==> config.mk <==
export PLATFORM = sky130hd
export DESIGN_NAME = sync_fifo_param
export DESIGN_NICKNAME = d
export VERILOG_FILES = /design/src/rtl/sync_fifo_param.sv
export SDC_FILE = /design/constraint.sdc
export NUM_CORES = 1
export LEC_CHECK = 0
export ABC_AREA = 1
export BUFFER_PORTS_ARGS = -buffer_cell sky130_fd_sc_hd__buf_2
export CORE_MARGIN = 1
export CORE_UTILIZATION = 55
export DETAILED_ROUTE_END_ITERATION = 10
export PLACE_DENSITY = 0.73
export SLEW_MARGIN = 15
export SYNTH_ARGS = -nofsm -noshare
export SYNTH_HDL_FRONTEND = slang
export SYNTH_SLANG_ARGS = --single-unit
==> constraint.sdc <==
create_clock -name clk -period 2.67 [get_ports clk]
set_clock_uncertainty 0.15 [all_clocks]
set_input_delay 0.1335 -clock clk [delete_from_list [all_inputs] [get_ports clk]]
set_output_delay 0.1335 -clock clk [all_outputs]
set_load 0.05 [all_outputs]
==> src/rtl/sync_fifo_param.sv <==
// Parametrised single-clock FIFO with programmable thresholds, occupancy,
// sticky error flags, synchronous flush and an optional first-word-fall-through
// read port.
module sync_fifo_param #(
  parameter int unsigned DATA_W   = 8,
  parameter int unsigned DEPTH    = 16,
  parameter int unsigned AF_LEVEL = 14,
  parameter int unsigned AE_LEVEL = 2,
  parameter int unsigned FWFT     = 0
) (
  input  logic                     clk,
  input  logic                     rst_n,
  input  logic                     flush,
  input  logic                     wr_en,
  input  logic [DATA_W-1:0]        data_in,
  input  logic                     rd_en,
  output logic [DATA_W-1:0]        data_out,
  output logic                     full,
  output logic                     empty,
  output logic                     almost_full,
  output logic                     almost_empty,
  output logic [$clog2(DEPTH):0]   count,
  output logic                     overflow,
  output logic                     underflow
);

  localparam int unsigned PTR_W = $clog2(DEPTH);
  localparam int unsigned CNT_W = PTR_W + 1;

  logic [DATA_W-1:0] mem [DEPTH];
  logic [PTR_W-1:0]  wr_ptr;
  logic [PTR_W-1:0]  rd_ptr;
  logic              rd_acc;
  logic              wr_acc;

  // Status flags decode from the registered count only, so they never glitch.
  assign full         = (count == CNT_W'(DEPTH));
  assign empty        = (count == CNT_W'(0));
  assign almost_full  = (count >= CNT_W'(AF_LEVEL));
  assign almost_empty = (count <= CNT_W'(AE_LEVEL));

  // A full FIFO still takes a write when a pop frees a slot in the same cycle.
  always_comb begin
    rd_acc = rd_en & ~empty;
    wr_acc = wr_en & (~full | rd_acc);
  end

  // Pointers, occupancy and sticky errors; flush overrides any request.
  always_ff @(posedge clk or negedge rst_n) begin
    if (!rst_n) begin
      wr_ptr    <= '0;
      rd_ptr    <= '0;
      count     <= '0;
      overflow  <= 1'b0;
      underflow <= 1'b0;
    end else if (flush) begin
      wr_ptr    <= '0;
      rd_ptr    <= '0;
      count     <= '0;
      overflow  <= 1'b0;
      underflow <= 1'b0;
    end else begin
      if (wr_acc) wr_ptr <= wr_ptr + PTR_W'(1);
      if (rd_acc) rd_ptr <= rd_ptr + PTR_W'(1);
      unique case ({wr_acc, rd_acc})
        2'b10:   count <= count + CNT_W'(1);
        2'b01:   count <= count - CNT_W'(1);
        default: count <= count;
      endcase
      if (wr_en && !wr_acc) overflow  <= 1'b1;
      if (rd_en && !rd_acc) underflow <= 1'b1;
    end
  end

  // Storage array; contents survive reset and flush.
  always_ff @(posedge clk) begin
    if (!flush && wr_acc) mem[wr_ptr] <= data_in;
  end

  if (FWFT != 0) begin : g_fwft
    // Head word is presented directly; zero while nothing is stored.
    assign data_out = empty ? '0 : mem[rd_ptr];
  end else begin : g_std
    // Registered read: the popped word appears one cycle after the pop.
    always_ff @(posedge clk or negedge rst_n) begin
      if (!rst_n) begin
        data_out <= '0;
      end else if (flush) begin
        data_out <= '0;
      end else if (rd_acc) begin
        data_out <= mem[rd_ptr];
      end
    end
  end

endmodule

Word-level counts from Yosys, hierarchy flattened
Memories as Yosys holds them, arrays and structs flattened.
Cells that the tools add are included.
- output and inout port bits: 19
- input port bits: 13
- logic and storage cells: 47
- register bits after elaboration: 23
- memories: 1
- bits in writable memories: 128
- muxes and demuxes: 14
- bitwise operators: 5
- reduce and logical (&&, ||, !) cells: 12
- add/subtract/negate cells: 4
- equal/unequal tests: 3
- $lt $le $gt $ge: 2
- memories (memory ; words ; bits a word ; read ports ; clocked after memory_dff ; wr ports ; RTL line ; text):
    mem ; 16 ; 8 ; 1 ; 0 ; 1 ; 30 ; logic [DATA_W-1:0] mem [DEPTH];
- operators with widths (operator ; number):
    two-way mux 4 bit ; 4
    two-way mux 8 bit ; 2
    case mux 5 bit (2 select lines) ; 1
    adder 4 x 1 -> 4 bit (second input constant) ; 2
    nonzero test 2 bit ; 4
    two-way mux 1 bit ; 6
    adder 5 x 1 -> 5 bit (second input constant) ; 1
    == test 5 bit (second input constant) ; 1
    greater-or-equal comparator 5 x 4 -> 1 bit (second input constant) ; 1
    less-or-equal comparator 5 x 2 -> 1 bit (second input constant) ; 1
    zero test 5 bit ; 1
    two-way mux 5 bit ; 1
    subtractor 5 x 1 -> 5 bit (second input constant) ; 1
    logical AND 1 bit ; 3
    zero test 1 bit ; 3
    nonzero test 3 bit ; 1
    AND 1 bit ; 2
    == test 2 x 1 -> 1 bit (second input constant) ; 1
    == test 2 bit (second input constant) ; 1
    NOT 1 bit ; 2
    OR 1 bit ; 1

Logic depth before layout (Yosys ltp)
Gate-level depths: netlist of the first run.
- depth in word-level cells: 9
- mapped depth: 13
- gate-level depth less buffers: 13

Worst setup path before layout of the first run
Ideal clock, no wire load.
- path kind: reg-to-output
- start point: reg count[0]
- end point: out almost_empty
- buffers on the path: 0
- data required time: 2.386 ns
- arrival time: 3.150 ns
- path slack: -0.763 ns
- cell stages (with the launch flop): 2
- cells stage by stage: dfrtp_1 -> a2111oi_0
- word-level cells in the longest chain between the ends: 1
- ends and longest elaborated chain (what ; RTL line ; text):
    start, declared ; 22 ; output logic [$clog2(DEPTH):0] count,
    start signal, assigned ; 66 ; 2'b10: count <= count + CNT_W'(1);
    start signal, assigned ; 67 ; 2'b01: count <= count - CNT_W'(1);
    start signal, assigned ; 68 ; default: count <= count;
    less-or-equal comparator 5 x 2 -> 1 bit ; 40 ; assign almost_empty = (count <= CNT_W'(AE_LEVEL));
    end, declared ; 21 ; output logic almost_empty,
No other way between the ends.

Worst setup path in the final report of the first run
- start point: reg count[1]
- end point: reg count[4]
- word-level cells in the longest chain between the ends: 8
- elaborated cells between the ends (all ways): 14
- classes of those cells: add/sub (2); eq/ne (3); mux (2); bitwise (5); reduce/logical (2)
- ends and longest elaborated chain (what ; RTL line ; text):
    zero test 5 bit ; 38 ; assign empty = (count == CNT_W'(0));
    NOT 1 bit ; 44 ; rd_acc = rd_en & ~empty;
    AND 1 bit ; 44 ;
    OR 1 bit ; 45 ; wr_acc = wr_en & (~full | rd_acc);
    AND 1 bit ; 45 ;
    == test 2 x 1 -> 1 bit / == test 2 bit (equally long branches) ; 65 ; unique case ({wr_acc, rd_acc})
    case mux 5 bit (2 select lines) ; 65 ;
    two-way mux 5 bit ; 56 ; end else if (flush) begin
Several ways; a longest one is shown, not always the timed one.
A chain may end at the register's enable or synchronous reset.

==> reports/summary.md, run 1 <==
After technology mapping, the gate count stands at 596. The number of nets in the synthesized netlist is 618. At the end of routability-driven placement, the weighted congestion stood at 0.8610.

The logs give 4 for the number of hold-repair buffers added at the cts stage and 63.99% for the final standard cell utilization of the core. The number of antenna diodes in the final layout is 0. Counting along the longest clock path gives a buffer depth of 2. The all-layer global routing usage is 25.14%. The total of buffers placed on input and output ports came out at 31. In this run the worst path has a maximum fanout of 7. The H-tree was split into 4 levels. The post-CTS repair timing setup buffer count was 0.

Post-synthesis cell type count: 35. The per-instance average area after synthesis works out to 10.94 um2. For the power share of the clock group, the log shows 33.2%.

After clock tree synthesis, the clock-pin slew on the worst setup and hold paths is 60 ps. The fraction of the cycle the final worst path needs is 85.05%. The post-route netlist has 13.22% of its cells at a drive strength greater than 1. The number of buffers inserted during clock tree synthesis is 17, and the max capacitance violation total is 0. The transition time at the pin with the least slew margin was 694.0 ps; the relative slew slack was 53.57%. STA classifies the critical path endpoint as a flip-flop.

The share of the Yosys chip area taken by registers is 67.78%. The mapped netlist covers 6520 um2. The synthesis-stage register bit count is 151. The kind of launch point of the worst setup path is a flip-flop.

For the initial standard-cell utilization of the core, the log shows 56.86%. In this run the remaining antenna-violating nets after routing total 0. Pin placement for this block handled 32 I/O pins. The global-route wire length before repair was 22880 um; the overall overflow remaining after global route was 0.

The clock latency reported for the late side of the worst-skew pair was 420 ps; the number of remaining DRC errors was 0. The switching power as a share of total power came out at 34.50%. The logs give 5 for the number of optimization iterations in the first detailed-route pass and 4435 for the number of vias after detailed routing. The die covers 12290 um2.

The via count of the first global-routing pass is 4299. The number of gates resized after CTS is 0. TritonCTS built the clock tree. The logs give 399.1 ps for the post-route worst setup slack and 0.004486 W for the internal cell power. The root buffer cell chosen for the clock tree is clkbuf_16.

The run finished with clean final reports. After floorplanning, the core was sized to cover 11470 um2. The critical path data arrival time was 2430 ps; the final layout net count was 652. Setup repair after global routing left no endpoint under its margin. Wires add up to 14440 um.

The die is 110.9 um wide. At the placement stage, the worst setup path has a slack of 448.2 ps. Registers take 4420 um2. The part of the total power dissipated in sequential elements was 40.8%; the leakage power total was 2.948 nW. Timing would allow up to 440.4 MHz. The height of the chip was 110.9 um; the maximum number of pins on one net before global-route repair was 53. The number of setup violations in the final report is 0, and the total half-perimeter wirelength after legalization and detailed placement is 9304 um. The shortest period the worst path allows works out to 2271 ps. For the critical path data required time, the log shows 2830 ps. In this run, the number of DRC markers left after iteration 0 of detailed routing was 490. The number of fill cells was 908. The count of warnings emitted by yosys was 0; the power density over the cells was 933.3 nW/um2. Using the TritonRoute via totals, the vias-per-cell ratio works out to 5.642. The tightest hold path in the finished design has a slack of 1.791 ps. The clock drives 151 sinks.

The net switching power figure was 0.002363 W. In the final routed layout, each cell accounts on average for 18.38 um. From synthesis to final layout, the design area changed by 12.55%.

The final-layout setup total negative slack was 0 ps. For the initial antenna violation count, the log shows 0. The critical path class is flip-flop to flip-flop. Count of endpoints failing hold in the final timing report: 0.

For the final count of pins violating max slew, the log shows 0. The run gives 26.0% as the combinational power share. VDD sags by at most 0.0007808 V. In this run the core area contains 39 standard-cell rows.

The type of the tightest min-delay check is input pin to flip-flop. Summing all multi-input logic gate instances after layout gives 1812 um2.
registers in the layout, summed over array words and instances, names as in the netlist:
signal	flops
wr_ptr	4
count	5
overflow	1
mem	128
underflow	1
data_out	8
rd_ptr	4
routing by layer:
metal | up-vias | global-route usage [%] | part of all wire (%)
met5 | - | 2.500 | 0
met4 | 0 | 12.00 | 2.7
met3 | 31 | 5.030 | 7.2
met2 | 184 | 37.68 | 46
met1 | 2125 | 35.27 | 44
li1 | 2095 | - | -
worst max-delay path, stage by stage, from the launching register on:
cell	delay, ps
dfrtp_1	460
nor2_2	170
nand3_2	140
nand3_2	180
inv_1	120
ha_1	340
a21oi_1	200
nand2_1	80
nand2_1	80
nand2_1	50
nand2_1	50
nand2_1	50
nand2_1	60
nand2_1	50
synth_stat cells:
cell / n / area, um2
nand3b_1: 3 / 22.52
clkbuf_2: 1 / 5.000
dfrtp_1: 23 / 575.6
o211ai_1: 14 / 105.1
nand3_1: 62 / 310.3
clkinv_1: 1 / 3.750
buf_4: 3 / 22.52
a31oi_1: 1 / 6.260
nor2_4: 1 / 11.26
fa_1: 1 / 20.02
nand3_4: 1 / 17.52
inv_4: 1 / 6.260
buf_2: 13 / 65.06
xnor2_1: 1 / 8.760
buf_6: 4 / 45.04
ha_1: 8 / 100.1
o21ai_0: 7 / 35.03
nand3_2: 2 / 20.02
a21oi_4: 1 / 16.27
nor2_2: 2 / 12.51
o21ai_2: 1 / 8.760
o21ai_1: 14 / 70.07
nand2_2: 4 / 25.02
clkinv_2: 1 / 5.000
inv_1: 33 / 123.9
xor2_1: 2 / 17.52
buf_1: 1 / 3.750
a2111oi_0: 1 / 8.760
a21oi_1: 12 / 60.06
nand2_4: 1 / 11.26
inv_2: 4 / 15.01
nand2_1: 179 / 671.9
nor3_1: 2 / 10.01
edfxtp_1: 128 / 3844
nor2_1: 63 / 236.5
final cells by class:
class,count,share of cell area (%)
flip-flops and latches,151,60.24
multi-input cells,383,24.69
clock buffers,18,5.848
repair buffers,37,2.864
well taps,143,2.438
inverters,40,2.097
clock inverters,14,1.824
power groups by stage:
stage | sequential [W] | combinational (W) | clock, W
4_1_cts | 0.00279 | 0.00178 | 0.00228
6_report | 0.00280 | 0.00178 | 0.00227
3_5_place_dp | 0.00284 | 0.00175 | 0
2_1_floorplan | 0.00308 | 0.00113 | 0
5_1_grt | 0.00281 | 0.00193 | 0.00239
3_3_place_gp | 0.00283 | 0.00173 | 0
stage by stage:
| stage | std cells | power [W] | cell area (um2) |
|---|---|---|---|
| 6_report | 786 | 0.006849 | 7338 |
| 5_1_grt | 786 | 0.007121 | 7338 |
| 4_1_cts | 786 | 0.006851 | 7338 |
| 3_5_place_dp | 750 | 0.004593 | 6735 |
| 3_3_place_gp | 750 | 0.004563 | 6735 |
| 2_1_floorplan | 596 | 0.004206 | 6526 |
final timing paths:
path / from / end / slack (ps) / cells after the start
max in group asynchronous: rst_n / rd_ptr[0] / 1900 / 2
min in group asynchronous: rst_n / data_out[3] / 90 / 2
worst max-delay path: count[1] / count[4] / 400 / 13
worst max register to register: count[1] / count[4] / 400 / 13
worst min-delay path: data_in[6] / mem[14][6] / 2 / 1
worst min register to register: data_out[5] / data_out[5] / 320 / 2
cell families (layout without fill, tap and decap cells):
logic type      after synthesis  in the layout  synth area share (%)
simple gates                320            320                 20.69
compound gates               51             51                 4.759
fa+ha+maj                     9              9                 1.842
buf+inv                      62            109                 4.529
flops                       151            151                 67.78
xor+xnor                      3              3                0.4031
placed cells by master (no fill, tap or decap), types with 3 or more instances in the layout:
| master | netlist | layout |
|---|---|---|
| nand2_1 | 179 | 179 |
| edfxtp_1 | 128 | 128 |
| nor2_1 | 63 | 63 |
| nand3_1 | 62 | 62 |
| inv_1 | 33 | 33 |
| buf_2 | 13 | 31 |
| dfrtp_1 | 23 | 22 |
| clkbuf_16 | 0 | 17 |
| o21ai_1 | 14 | 14 |
| o211ai_1 | 14 | 14 |
| a21oi_1 | 12 | 12 |
| clkinv_2 | 1 | 8 |
| ha_1 | 8 | 8 |
| o21ai_0 | 7 | 7 |
| inv_2 | 4 | 4 |
| nand2_2 | 4 | 4 |
| clkinvlp_4 | 0 | 4 |
| dlygate4sd3_1 | 0 | 4 |
| nand3b_1 | 3 | 3 |
Note: power is estimated with default switching activity, not from simulation.
==> run 2: changes to the inputs <==
Settings changed: CELL_PAD_IN_SITES_DETAIL_PLACEMENT set to 0, CELL_PAD_IN_SITES_GLOBAL_PLACEMENT set to 1, CORE_UTILIZATION 55 to 49, PLACE_DENSITY 0.73 to unset, PLACE_DENSITY_LB_ADDON set to 0.1.
==> run 2 against run 1 <==
  * Maximum frequency down 1.5%
  * Sequential share of layout area shrank 1.5 points
  * Final cell count is 5.0% higher
  * Non-clock buffer count up 10
  * Worst hold slack better by 2.9 ps
  * Combinational power shrank 3%
  * Via count is 3.5% lower
  * First-iteration DRC count is 17% lower
  * Worst setup slack worse by 35 ps
  * Wire length down 0.89%
  * Critical endpoint is now mem[3][2]
  * Largest power group unchanged
==> reports/summary.md, run 2 (synthesis gave the netlist of run 1 again) <==
The flow ran to the end, and the final reports show no timing, DRC or antenna violations. The routed layout has 4280 vias. Input and output buffers added on the ports amount to 31. At the end of routability-driven placement, the weighted congestion stood at 0.8300. The clock-pin slew of the registers on the worst-case setup and hold paths is 60 ps, and the total half-perimeter wirelength after legalization and detailed placement is 9253 um. The fraction of final layout cells with drive strength greater than 1 came out at 13.48%. Leaving out fill and tap cells, the most frequent cells in the layout are 179 x nand2_1, 128 x edfxtp_1, 63 x nor2_1. The initial standard-cell utilization of the core came out at 51.04%. The library cell used most frequently in the layout, excluding fill and tap cells, is nand2_1. The critical path class is flip-flop to flip-flop.

Setup total negative slack on the finished layout was measured at 0 ps. Timing would allow up to 433.7 MHz. The first global-routing pass estimated 22360 um of wire. The run gives 0.0006304 V as the peak supply drop. The finished layout holds 825 standard cells, fillers aside. The clock period could shrink to 2306 ps. Register with the highest flop count: mem. After detailed routing, the average wire length per cell comes to 17.35 um. Fill cells in the final layout number 1073.

The largest stage delay on the critical path was 650 ps; the detailed-route vias per instance was 5.188. Count of endpoints failing hold in the final timing report: 0. The total overflow left after global routing is 0. The final layout contains routed wiring with a total length of 14320 um. The global routing usage on met2 is 34.17%. For this design, the slowest cell found on the critical path is nor2_1. In the final layout, the registers with the most flip-flops are mem x128, data_out x8, count x5.

Global routing used 22.25% of the available tracks across all layers. The logs give 0 for the initial antenna violation count and 12770 um2 for the total core area. The fraction of the cycle the final worst path needs is 86.36%.

Overall power consumption after layout is estimated at 0.007071 W. The tree is rooted in a clkbuf_16. Clock tree synthesis inserted a total of 17 buffers. Entering global routing, the biggest net connects 45 pins. Walking the worst path, the cells encountered are nor2_2, nand3_1, o21ai_2, inv_2, nand2_2, nor2_1. Headroom to the max-slew limit came out at 44.24%.

Once detail routing completed, the nets flagged for antenna violations numbered 0. The tightest min-delay check is of the input pin to flip-flop type. Row generation in the floorplan step produced 41 rows. The logs give 30.41% for the global-route met1 utilization and 4 for the count of H-tree levels built during CTS. The logs give 0 for the final count of pins violating max slew and 151 for the clock net sink count. The repair_antennas step left the layout with diodes totalling 0.

The number of buffers on the longest clock path is 2. The global-route met3 utilization came out at 4.669%. Data on the critical path is required at its endpoint by 2570 ps.

The die covers 13770 um2. The top fanout value on the critical path came out at 8. The critical path endpoint category is a flip-flop. The run gives 0 as the post-CTS repair timing setup buffer count. The tools report the clock latency reported for the late side of the worst-skew pair as 430 ps.

Hold timing on the final database bottoms out at a slack of 4.648 ps. For the via count of the first global-routing pass, the log shows 4092. The layer flagged by global routing as most heavily used is met2. The first TritonRoute pass finished after 5 iterations.

The critical path data arrival time is 2210 ps, and the height of the chip is 117.4 um. For this design the top-level I/O count stands at 32. Setup violations remaining at the end of the flow were counted as 0. Setup repair after global routing left no endpoint under its margin. Dividing total power by cell area gives a power density of 939.6 nW/um2. TritonCTS built the clock tree.

The run gives 0 as the number of remaining DRC errors. The area growth from synthesis to layout came out at 15.43%. Max-cap violations in this run came to 0.

The register with the most flip-flops in the layout has 128 of them. At the pin with the least slew margin, the transition time is 833.3 ps. Cell count after placement: 783.

From left edge to right edge, the die measures 117.4 um. The worst setup path is launched from a flip-flop. The number of DRC markers in iteration 0 came out at 405.

In the final design database the tool counted 662 nets. The tools report the leakage power total as 3.015 nW.
-- run 2: path summary, 6_finish.rpt --
| check | start | end | slack, ps | cells past startpoint |
|---|---|---|---|---|
| setup / recovery | count[2] | mem[3][2] | 360 | 6 |
| hold / removal | data_in[6] | mem[7][6] | 5 | 1 |
| setup reg to reg | count[2] | mem[3][2] | 360 | 6 |
| hold reg to reg | data_out[5] | data_out[5] | 330 | 2 |
| max in group asynchronous | rst_n | rd_ptr[0] | 1860 | 2 |
| min in group asynchronous | rst_n | data_out[5] | 90 | 2 |
-- run 2: metrics by stage --
stage          instance area (um2)  worst slack (ps)  utilization, %
2_1_floorplan                 6526             337.9               -
3_5_place_dp                  6802             380.7           53.25
3_3_place_gp                  6802             463.0           53.25
5_1_grt                       7526             224.7           58.92
4_1_cts                       7526             381.3           58.92
6_report                      7526             364.3           58.92
-- run 2: worst max-delay path: cells and delay by family, from the launching register on --
kind                   cells  cell delay (ps)
AO/OA/AOI/OAI              1              110
buffers and inverters      1              150
flip-flops                 1              480
AND/OR/NAND/NOR            4             1030
-- run 2: layer usage --
| metal | part of all wire [%] | vias up |
|---|---|---|
| met5 | 0 | - |
| met4 | 2.5 | 0 |
| met3 | 3.4 | 24 |
| met2 | 46 | 80 |
| met1 | 48 | 2071 |
| li1 | - | 2105 |
-- run 2: layout make-up --
| cell class | count | area, um2 | share of cell area, % |
|---|---|---|---|
| clock buffer | 17 | 425.4 | 5.653 |
| clock inverter | 15 | 198.9 | 2.643 |
| inverter | 40 | 153.9 | 2.045 |
| multi-input combinational | 383 | 1812 | 24.07 |
| sequential | 151 | 4420 | 58.74 |
| tap | 172 | 215.2 | 2.860 |
| timing repair buffer | 47 | 300.3 | 3.990 |
-- run 2: report_power, final --
part           switching, W  internal, W  leakage (nW)
Combinational       0.00126     0.000472          1.25
Sequential         0.000145      0.00267          1.47
Clock              0.000960      0.00156         0.295
-- run 2: repair_timing --
item                                   4_1_cts  5_1_grt
hold buffers                                10        0
setup endpoints to repair                    0        0
endpoints found under the hold margin      132        0
gates resized for setup                      0        0
==> run 3: changes to the inputs <==
Settings changed: REMOVE_ABC_BUFFERS set to 1.
==> run 3 against run 2 <==
  * Wire length is 2.1% lower
  * Critical path depth unchanged
  * Sequential power down 2%
  * First-iteration DRC count fell by 25%
  * Sequential share of layout area up 0.86 points
  * Critical endpoint is now mem[2][0]
  * Register-to-register slack improved by 20 ps
  * Core utilization down 0.85 points
  * Worst setup slack better by 21 ps
  * Worst hold slack better by 4.4 ps
  * Clock-buffer cell count up 1
  * Die area unchanged
==> reports/summary.md, run 3 (synthesis gave the netlist of run 1 again) <==
The count of endpoints failing hold in the final timing report came out at 0. The via count of the first global-routing pass is 4115. After detailed routing, the average wire length per cell comes to 17.06 um. Summing over every cut layer, the via total after detailed routing is 4192. In this run the critical register-to-register path is launched from count[1]. Entering global routing, the biggest net connects 81 pins. The largest registers in the layout are mem x128, data_out x8, count x5. The endpoint identified for the worst register-to-register timing path is mem[2][0].

The core region is 12770 um2. For the number of buffers on the longest clock path, the log shows 2. mem holds more flip-flops than any other register. In this run the count of I/O pins placed on the die edge is 32. Clock net sink count: 151.

The height of the chip was 117.4 um; the number of remaining DRC errors was 0. The run gives 0 as the max capacitance violation total. The die covers 13770 um2. Data on the critical path arrives at its endpoint at 2180 ps.

Dividing the final minimum period by the clock period gives 85.58%. The tools report the kind of launch point of the worst setup path as a flip-flop. Setup violations remaining at the end of the flow were counted as 0. Final layout net count: 660. For this design the ratio of total power to cell area is 898.7 nW/um2. The tightest hold path in the finished design has a slack of 9.089 ps. The combinational power share is 26.6%, and the total detailed-routing wirelength is 14020 um. The number of clock buffers added by TritonCTS is 17.

Post-route worst setup slack: 385.0 ps. For this run, global-route usage on met2 was measured as 33.10%. The post-layout instance count excluding filler cells was 822.

The run gives 0 as the overall overflow remaining after global route. Once placement completed, the tool counted placed cells totaling 779. The library cells used most frequently in the layout, excluding fill and tap cells, are 179 x nand2_1, 128 x edfxtp_1, 63 x nor2_1. Power comes to 0.006666 W. The critical path endpoint category is a flip-flop.

In the global route stage, overall resource usage came out at 22.29%. The transition time at the pin with the least slew margin is 800.1 ps. The logs give 2.969 nW for the leakage power total and 0.0005920 V for the peak supply drop. Total of buffers placed on input and output ports: 31. The first global-routing pass estimated 22610 um of wire. TritonCTS built the clock tree.

Static timing analysis puts the maximum clock frequency at 437.6 MHz. The number of setup buffers added after CTS is 0. Cells with a size suffix above 1 make up 12.00% of the layout. The critical path data required time is 2570 ps, and the number of flip-flops under the largest register name is 128.

Cells fill 58.07% of the core in the end. The critical path class was flip-flop to flip-flop. The initial standard-cell utilization of the core was 51.04%; the weighted congestion reported at the end of routability-driven placement was 0.8280. Along the worst path, the maximum fanout reaches 8. The flow ran to the end, and the final reports show no timing, DRC or antenna violations. The net switching power figure is 0.002288 W.

The count of H-tree levels built during CTS came out at 4. The routing layer with the top usage in global route is met2. The slack of the worst reg-to-reg path is 380 ps.

The logs give 420 ps for the clock latency reported for the late side of the worst-skew pair and 0 for the final count of pins violating max slew. The switching power as a share of total power is 34.33%. The path with the worst hold slack has its endpoint at mem[7][1]. Launch point of the worst hold path: data_in[1]. The number of antenna diodes in the final layout is 0. Setup repair after global routing left no endpoint under its margin.

Internal cell power: 0.004377 W. The number of routed nets with antenna violations came out at 0. The number of optimization iterations in the first detailed-route pass came out at 4. The number of stages on the worst hold path is 1. Once detailed placement completed, the half-perimeter wirelength came to 8773 um.

The number of cells on the worst reg-to-reg path is 6. The root buffer cell is clkbuf_16. The worst path in the final design needs a cycle of 2285 ps, including I/O delays and setup. For this run, global-route usage on met3 was measured as 5.350%. For the power share of the clock group, the log shows 31.9%. The global-route met1 utilization came out at 31.14%. The initial antenna violation count is 0, and the clock-pin slew of the registers on the worst-case setup and hold paths is 60 ps. Sequential cells account for 41.5% of the total power.

From synthesis to final layout, the design area changed by 13.76%. The library cell used most frequently in the layout, excluding fill and tap cells, is nand2_1. In this run the core area contains 41 standard-cell rows. The detailed router finished its first iteration with 303 violations. In the routed layout, each cell is associated on average with a via count of 5.100.

The relative slew slack was 46.47%; the pre-CTS setup slack was 377.5 ps. The type of the tightest min-delay check is input pin to flip-flop. The die is 117.4 um wide.
## run 3: worst max-delay path: stages, from the launching register on
cell     delay [ps]
dfrtp_1         470
nor2_2           80
nand3_1         190
o21ai_2         120
inv_2           140
nand2_2         120
nor2_1          630
## run 3: layout make-up
type / count / area, um2
clock buffers: 18 / 429.2
clock inverters: 13 / 90.09
fillers: 1075 / 5356
inverters: 40 / 153.9
multi-input cells: 383 / 1805
flip-flops and latches: 151 / 4420
well taps: 172 / 215.2
repair buffers: 45 / 302.8
## run 3: repair_timing
item,4_1_cts,5_1_grt
hold buffers,12,0
resized for setup,0,0
endpoints found under the hold margin,151,0
## run 3: metrics by stage
| step | area (um2) | setup TNS (ps) |
|---|---|---|
| after floorplan | 6379 | -1037 |
| after global placement | 6778 | 0 |
| after detailed placement | 6778 | 0 |
| after CTS | 7417 | 0 |
| after global routing | 7417 | 0 |
| final | 7417 | 0 |
## run 3: worst max path at each step
stage / cells after the start / end / slack (ps) / from
after floorplan: 1 / almost_empty / -760 / count[0]
after global placement: 6 / mem[7][1] / 450 / count[1]
after detailed placement: 6 / mem[2][5] / 380 / count[1]
after CTS: 6 / mem[2][0] / 370 / count[1]
after global routing: 13 / count[4] / 210 / count[3]
final: 6 / mem[2][0] / 380 / count[1]
## run 3: power groups by stage
stage | Combinational, W | Sequential, W | Clock [W]
3_5_place_dp | 0.00177 | 0.00281 | 0
6_report | 0.00177 | 0.00277 | 0.00213
4_1_cts | 0.00179 | 0.00277 | 0.00215
3_3_place_gp | 0.00176 | 0.00281 | 0
5_1_grt | 0.00196 | 0.00278 | 0.00225
2_1_floorplan | 0.000909 | 0.00317 | 0
## run 3: routing by layer
layer	share of wire (%)	wire (um)
met5	0	0
met4	2.1	296
met3	5.0	704
met2	47	6585
met1	46	6434
